**config.mk**
```make
export PLATFORM = sky130hd
export DESIGN_NAME = instruction_fetch_unit
export DESIGN_NICKNAME = d
export VERILOG_FILES = /design/src/rtl/rv32i_pkg.sv /design/src/rtl/fetch_buffer.sv /design/src/rtl/instruction_fetch_unit.sv
export SDC_FILE = /design/constraint.sdc
export NUM_CORES = 1
export LEC_CHECK = 0
export ABC_AREA = 1
export CORE_AREA = 10 10 159 161
export DETAILED_ROUTE_END_ITERATION = 6
export DIE_AREA = 0 0 169 171
export PLACE_DENSITY = 0.75
export SYNTH_ARGS = -nofsm -noshare
export SYNTH_HDL_FRONTEND = slang
export SYNTH_SLANG_ARGS = --single-unit
export TNS_END_PERCENT = 50
```
**constraint.sdc**
```tcl
create_clock -name clk -period 15.54 [get_ports clk]
set_input_delay 1.554 -clock clk [delete_from_list [all_inputs] [get_ports clk]]
set_output_delay 1.554 -clock clk [all_outputs]
set_load 0.05 [all_outputs]
```
**src/rtl/rv32i_pkg.sv**
```systemverilog
// ============================================================================
//  Module   : rv32i_pkg
//  Brief    : Shared RV32I widths, constants and fetch state encoding.
//  Revision : 1.0
// ============================================================================
`default_nettype none

package rv32i_pkg;

    localparam int XLEN = 32;
    localparam int ILEN = 32;

    localparam logic [ILEN-1:0] INSTR_NOP = 32'h0000_0013;

    typedef enum logic [0:0] {
        FS_RUN   = 1'b0,
        FS_FAULT = 1'b1
    } fetch_state_t;

endpackage : rv32i_pkg

`default_nettype wire

```
**src/rtl/fetch_buffer.sv**
```systemverilog
// ============================================================================
//  Module   : fetch_buffer
//  Brief    : Synchronous FIFO with a registered head word and flush.
//  Revision : 1.0
// ============================================================================
`default_nettype none

module fetch_buffer #(
    parameter int WIDTH = 64,
    parameter int DEPTH = 2
) (
    input  logic             clk,
    input  logic             rst,
    input  logic             i_push,
    input  logic             i_pop,
    input  logic             i_flush,
    input  logic [WIDTH-1:0] i_data,
    output logic [WIDTH-1:0] o_head,
    output logic             o_full,
    output logic             o_empty
);

    localparam int c_ptr_w = $clog2(DEPTH);
    localparam int c_cnt_w = c_ptr_w + 1;

    logic [WIDTH-1:0]   r_mem [DEPTH];
    logic [c_ptr_w-1:0] r_rd_ptr;
    logic [c_ptr_w-1:0] r_wr_ptr;
    logic [c_cnt_w-1:0] r_count;
    logic [WIDTH-1:0]   r_head;

    logic               w_do_pop;
    logic               w_do_push;
    logic [c_ptr_w-1:0] w_rd_ptr_nxt;
    logic [WIDTH-1:0]   w_head_nxt;

    assign o_empty = (r_count == '0);
    assign o_full  = (r_count == c_cnt_w'(DEPTH));
    assign o_head  = r_head;

    assign w_do_pop     = i_pop & ~o_empty;
    assign w_do_push    = i_push & (~o_full | w_do_pop);
    assign w_rd_ptr_nxt = r_rd_ptr + c_ptr_w'(w_do_pop);

    // Head tracks the entry that will sit at the read pointer after this
    // edge; a write landing on that slot is forwarded so the head stays exact.
    assign w_head_nxt = (w_do_push && (r_wr_ptr == w_rd_ptr_nxt)) ? i_data
                                                                  : r_mem[w_rd_ptr_nxt];

    always_ff @(posedge clk) begin
        if (!rst && !i_flush && w_do_push) begin
            r_mem[r_wr_ptr] <= i_data;
        end
    end

    always_ff @(posedge clk) begin
        if (rst || i_flush) begin
            r_rd_ptr <= '0;
            r_wr_ptr <= '0;
            r_count  <= '0;
            r_head   <= '0;
        end else begin
            r_rd_ptr <= w_rd_ptr_nxt;
            if (w_do_push) begin
                r_wr_ptr <= r_wr_ptr + 1'b1;
            end
            case ({w_do_push, w_do_pop})
                2'b10:   r_count <= r_count + 1'b1;
                2'b01:   r_count <= r_count - 1'b1;
                default: r_count <= r_count;
            endcase
            r_head <= w_head_nxt;
        end
    end

endmodule : fetch_buffer

`default_nettype wire

```
**src/rtl/instruction_fetch_unit.sv**
```systemverilog
// ============================================================================
//  Module   : instruction_fetch_unit
//  Brief    : RV32I fetch PC, legality check, fault FSM and decode handoff.
//  Revision : 1.0
// ============================================================================
`default_nettype none

module instruction_fetch_unit
    import rv32i_pkg::*;
#(
    parameter logic [XLEN-1:0] RESET_PC   = 32'h0000_0000,
    parameter int              IMEM_BYTES = 108,
    parameter int              BUF_DEPTH  = 2
) (
    input  logic            clk,
    input  logic            reset,
    output logic [XLEN-1:0] imem_pc,
    input  logic [ILEN-1:0] imem_instr,
    input  logic            redirect_valid,
    input  logic [XLEN-1:0] redirect_pc,
    output logic            if_valid,
    input  logic            if_ready,
    output logic [ILEN-1:0] if_instr,
    output logic [XLEN-1:0] if_pc,
    output logic            fetch_fault,
    output logic [XLEN-1:0] fault_pc
);

    localparam logic [XLEN-1:0] c_last_pc = XLEN'(IMEM_BYTES - 4);

    fetch_state_t         r_state;
    logic [XLEN-1:0]      r_fetch_pc;
    logic [XLEN-1:0]      r_fault_pc;

    logic                 w_legal;
    logic                 w_pop;
    logic                 w_push;
    logic                 w_full;
    logic                 w_empty;
    logic [XLEN+ILEN-1:0] w_head;

    assign w_legal = (r_fetch_pc[1:0] == 2'b00) && (r_fetch_pc <= c_last_pc);
    assign w_pop   = if_valid & if_ready;
    assign w_push  = (r_state == FS_RUN) & w_legal & (~w_full | w_pop) & ~redirect_valid;

    fetch_buffer #(
        .WIDTH (XLEN + ILEN),
        .DEPTH (BUF_DEPTH)
    ) u_fetch_buffer (
        .clk     (clk),
        .rst     (reset),
        .i_push  (w_push),
        .i_pop   (w_pop),
        .i_flush (redirect_valid),
        .i_data  ({r_fetch_pc, imem_instr}),
        .o_head  (w_head),
        .o_full  (w_full),
        .o_empty (w_empty)
    );

    assign imem_pc     = r_fetch_pc;
    assign if_valid    = ~w_empty;
    assign if_pc       = w_head[XLEN+ILEN-1:ILEN];
    assign if_instr    = w_head[ILEN-1:0];
    // Older buffered instructions retire before the fault becomes visible.
    assign fetch_fault = (r_state == FS_FAULT) & w_empty;
    assign fault_pc    = r_fault_pc;

    always_ff @(posedge clk) begin
        if (reset) begin
            r_state    <= FS_RUN;
            r_fetch_pc <= RESET_PC;
            r_fault_pc <= '0;
        end else if (redirect_valid) begin
            r_state    <= FS_RUN;
            r_fetch_pc <= redirect_pc;
            r_fault_pc <= '0;
        end else begin
            case (r_state)
                FS_RUN: begin
                    if (!w_legal) begin
                        r_state    <= FS_FAULT;
                        r_fault_pc <= r_fetch_pc;
                    end else if (w_push) begin
                        r_fetch_pc <= r_fetch_pc + 32'd4;
                    end
                end
                FS_FAULT: begin
                    r_state <= FS_FAULT;
                end
                default: begin
                    r_state <= FS_RUN;
                end
            endcase
        end
    end

endmodule : instruction_fetch_unit

`default_nettype wire

```
* Yosys cells after proc, flatten, opt, wreduce, memory -nomap -nowiden
Memory sizes are Yosys's and may differ from the RTL's. A register that Yosys moved wholly into a read port is not among the register bits.
Cells that the tools add are included.
** Word-level totals
- Flip-flop bits (word level) :: 69
- RAM bits :: 128
- Input bits :: 68
- Memories :: 1
** Memory list
- u_fetch_buffer.r_mem :: depth 2, width 64, read ports 1, clocked after Yosys merged registers in 1, wr ports 1, RTL line fetch_buffer.sv:26 : logic [WIDTH-1:0] r_mem [DEPTH];
** Cells by class
- Add/subtract/negate cells :: 5
- Order comparisons :: 1
- Equal/unequal tests :: 4
- Muxes and demuxes :: 9
- Bitwise operators :: 14
- Reductions and logical operators :: 14
** Operators with widths (number)
- 32-bit two-way mux :: 4
- 32-bit by 3-bit adder with 32-bit output, second input constant :: 1
- 32-bit by 7-bit less-or-equal comparator with 1-bit output, second input constant :: 1
- 1-bit AND :: 7
- 2-bit nonzero test :: 3
- 1-bit NOT :: 5
- 2-bit equality test, second input constant :: 2
- 2-bit logical NOT :: 2
- 2-bit case mux with 2 select lines :: 1
- 1-bit logical AND :: 3
- 1-bit two-way mux :: 3
- 3-bit AND reduction :: 1
- 2-bit by 1-bit adder with 2-bit output, second input constant :: 1
- 2-bit by 1-bit equality test with 1-bit output, second input constant :: 1
- 1-bit logical NOT :: 2
- 2-bit != test, second input constant :: 1
- 1-bit OR :: 2
- 1-bit case mux with 2 select lines :: 1
- 2-bit AND reduction :: 1
- 2-bit OR reduction :: 1
- 2-bit by 1-bit subtractor with 2-bit output, second input constant :: 1
- 1-bit adder :: 1
- 1-bit adder, second input constant :: 1
- 1-bit logical OR :: 1

* Logic depth before layout (Yosys ltp)
- Depth after elaboration :: 10
- Gate-level depth with buffers :: 16

* Cells and area by module
From an unflattened synthesis, not the netlist that was laid out.
** Unflattened totals
- Cells, all modules :: 1135
- Area, all modules :: 10538.9 um^2
** Modules (own cells, without submodules)
- fetch_buffer :: instances 1, cells an instance 743, area an instance 7659.8 um^2, sequential area each 5205.0 um^2
- instruction_fetch_unit :: instances 1, cells an instance 392, area an instance 2879.0 um^2, sequential area each 1301.2 um^2

* Least setup slack after synthesis
OpenSTA, ideal clock, no wires.
- Kind :: input to register
- From :: input redirect_valid
- To :: memory u_fetch_buffer.r_mem[1][0] (enable)
- Arrival time :: 6.472 ns
- Required time :: 14.975 ns
- Slack :: 8.503 ns
- Stages :: 4
- Path buffers :: 1
- Cell sequence :: clkbuf_1 -> nor2_1 -> inv_1 -> nor3_1
** On the way
- Cells in the longest elaborated chain, start to end :: 6
** Ends and longest elaborated chain
- start, declared :: RTL line instruction_fetch_unit.sv:19 : input logic redirect_valid,
- 1-bit NOT :: RTL line instruction_fetch_unit.sv:44 : assign w_push = (r_state == FS_RUN) & w_legal & (~w_full | w_pop) & ~redirect_valid;
- 1-bit AND :: RTL line instruction_fetch_unit.sv:44
- 1-bit AND :: RTL line fetch_buffer.sv:42 : assign w_do_push = i_push & (~o_full | w_do_pop);
- 1-bit logical AND (*) :: RTL line fetch_buffer.sv:51 : if (!rst && !i_flush && w_do_push) begin
- 1-bit two-way mux (*) :: RTL line fetch_buffer.sv:51
- 1-bit two-way mux (implied by the code) (*) :: RTL line fetch_buffer.sv:52 : r_mem[r_wr_ptr] <= i_data;
- end, declared :: RTL line fetch_buffer.sv:26
Mark *: on every way between the ends. The rest lies on a longest branch, timed or not.

* Worst setup path after layout
- From :: input if_ready
- To :: memory u_fetch_buffer.r_mem[0][26] (enable)
** On the way
- Cells in the longest elaborated chain, start to end :: 8
** Ends and longest elaborated chain
- start, declared :: RTL line instruction_fetch_unit.sv:22 : input logic if_ready,
- 1-bit AND (*) :: RTL line instruction_fetch_unit.sv:43 : assign w_pop = if_valid & if_ready;
- 1-bit OR :: RTL line instruction_fetch_unit.sv:44
- 1-bit AND (2 in series) :: RTL line instruction_fetch_unit.sv:44
- 1-bit AND (*) :: RTL line fetch_buffer.sv:42
- 1-bit logical AND (*) :: RTL line fetch_buffer.sv:51
- 1-bit two-way mux (*) :: RTL line fetch_buffer.sv:51
- 1-bit two-way mux (implied by the code) (*) :: RTL line fetch_buffer.sv:52
Marks and branches as above.

==> metrics.txt <==
Synth Area in Simple Gates=21.97%; Tightest Pin Transition=0.9279 ns; mux cell area share after synthesis=0%; Synth Area in Compound Gates=4.927%; RSZ-0062 raised after global routing=false; Async S/R FF share, synth=0%; vias in the first global route=7280; DRC Markers=0; fillcell total=1867; Global Route Usage Sum=16.88%; Core Area=22230 um2; CP max FO=64; Post-Synthesis Cell Area=9727 um2; final slew viol count=0; pwr dens=121.9 nW/um2; post-layout min period=3.912 ns; GPL Wtd Cong=0.7931; DR WL/cell=16.48 um; combinational family with the most area after synthesis=simple AND/OR/NAND/NOR gates; launch point of the critical path=if_ready; top_reg_cell synth=dfxtp_1; # IOs=198; initial antenna violation count=1; clk buf depth=3; Mean Syn Cell Area=9.508 um2; layout cells sized above 1=6.107%; XOR/XNOR Fraction of Synth Area=0.4502%; Tcrit/Tclk final=25.18%; Initial Util=43.76%; Synth cell types=25; # hold bufs at CTS=0; CP Class=primary input to flip-flop; switching share of power=23.39%; reg-to-reg startpoint=imem_pc[3]; fin cells=1513; antenna diode count=0; met1 Track Usage GR=19.67%; max-cap viol count=0; Sw Pwr=0.0003669 W; synthesized netlist cell count=1023; cts bufs inserted=27; first-pass iteration count of the detailed router=5; area delta synth->final=32.25%; worst-skew pair later-pin latency=0.54 ns; post-CTS setup buffer count=0; CTS tree=built; final net count=1278; Final ANT Viol Nets=0; first-pass GRT wire length=39330 um; PortBufs=197; GRT busiest layer=met2; dpl cells=1463; CP Launch Type=primary input; register area share after synthesis=66.89%; GR Overflow Total=0; arrival time at the worst endpoint=4.06 ns; Reg power frac=47.6%; most common library cell in the layout ignoring fill and taps=nand2_1; GR Util met3=7.456%; die area=28900 um2; Post-Syn Nets=1094; Worst-path clk slew=0.06 ns; CTS root buffer=clkbuf_16; H-tree Lvls=1; met2 Usage GRT=28.01%; Clk pwr share=43.7%; CP required=15.69 ns; Lkg Pwr=5.065 nW; slew margin rel.=37.94%; CTS resizes=0; Final Hold Fails=0; clock skew=0.02841 ns; Final setup viols=0; status=completed; Detailed Place HPWL=15970 um; detail-routed via count per cell=4.769; Yosys warnings=0; detailed router's first-iteration violation count=533; FMAX=255.6 MHz; row count=55; Routed WL=24930 um; peak supply drop=0.08818 mV; post-synthesis adder-cell area fraction=0.3859%; most frequent cells in the layout=nand2_1, clkdlybuf4s50_1, nor2_1; Die X=169 um; Comb pwr share=8.7%; Yosys reg bits=261; Die Y=171 um; crit end category=flip-flop; Pint=0.001202 W; via count=7216; largest net degree at the start of global routing=75; hold path startpoint=r_state; CTS Sinks=261; Post-synth EDFFs=128; setup TNS=0 ns; Min-Delay Path Class=flip-flop to flip-flop
[worst max-delay path, cell delays in order]
cell             delay [ns]
clkdlybuf4s50_1        0.47
nand2_2                0.12
nand3_1                0.11
nand4_2                0.31
nor2_2                 0.17
buf_4                  0.38
nand2_1                0.15
clkinv_2               0.06
buf_4                  0.69
[synth_stat cells (6+ instances only)]
| library cell | instances | share of area, % |
|---|---|---|
| buf_2 | 13 | 0.67 |
| nor2_1 | 178 | 6.9 |
| o21ai_0 | 45 | 2.3 |
| a21oi_1 | 49 | 2.5 |
| buf_1 | 10 | 0.39 |
| nand2_1 | 304 | 12 |
| nor2_2 | 6 | 0.39 |
| clkbuf_1 | 22 | 0.85 |
| inv_1 | 63 | 2.4 |
| nand3_1 | 45 | 2.3 |
| buf_6 | 8 | 0.93 |
| dfxtp_1 | 133 | 27 |
| edfxtp_1 | 128 | 40 |
[cell type report]
| class | instances | area [um2] | share of cell area, % |
|---|---|---|---|
| Clock inverter | 16 | 226.5 | 1.761 |
| Multi-Input combinational cell | 644 | 2739 | 21.29 |
| Inverter | 64 | 241.5 | 1.877 |
| Sequential cell | 261 | 6506 | 50.58 |
| Tap cell | 285 | 356.6 | 2.772 |
| Clock buffer | 34 | 732.0 | 5.690 |
| Timing Repair Buffer | 209 | 2062 | 16.03 |
[logic make-up after synthesis]
kind of cell / Yosys count
AND/OR/NAND/NOR: 541
flip-flops: 261
buffers and inverters: 118
AO/OA/AOI/OAI: 95
XOR/XNOR: 5
adder cells (fa/ha/maj): 3
[flip-flops by register name, summed over array words and instances, names as in the netlist]
register                 count
u_fetch_buffer.r_mem       128
u_fetch_buffer.r_count       2
u_fetch_buffer.o_head       64
u_fetch_buffer.r_wr_ptr      1
fault_pc                    32
imem_pc                     32
r_state                      1
u_fetch_buffer.r_rd_ptr      1
[per-layer routing]
metal  routed length [um]  vias to the layer above  part of all wire [%]
met3                 2798                       34                    11
met4                  450                        2                   1.8
met2                11640                      251                    47
met1                10030                     3297                    40
met5                   13                        -                 0.052
li1                     -                     3632                     -
[final timing paths]
path,cells past startpoint,slack [ns],end
hold reg to reg,2,0.48,r_state
setup reg to reg,11,12.24,u_fetch_buffer.r_mem[0][26]
hold / removal,2,0.48,r_state
setup / recovery,9,11.63,u_fetch_buffer.r_mem[0][26]
[per-stage QoR]
stage / util [%] / total power [W] / hold slack [ns] / area (um2) / worst slack [ns]
finish: 57.87 / 0.001568 / 0.4820 / 12860 / 11.63
global route: 57.87 / 0.001620 / 0.4992 / 12860 / 11.44
CTS: 57.87 / 0.001583 / 0.4833 / 12860 / 11.60
detailed placement: 53.56 / 0.0008981 / 0.4677 / 11910 / 11.05
global placement: 53.56 / 0.0008961 / 0.4588 / 11910 / 11.08
floorplan: - / 0.0008371 / 0.4415 / 9727 / 8.503
[power groups by stage]
stage	Sequential, W	Combinational (W)	Clock (W)
floorplan	0.000805	0.0000324	0
global placement	0.000760	0.000136	0
detailed placement	0.000761	0.000137	0
CTS	0.000746	0.000138	0.000699
global route	0.000748	0.000146	0.000726
finish	0.000746	0.000137	0.000686
(Power assumes the default switching activity.)
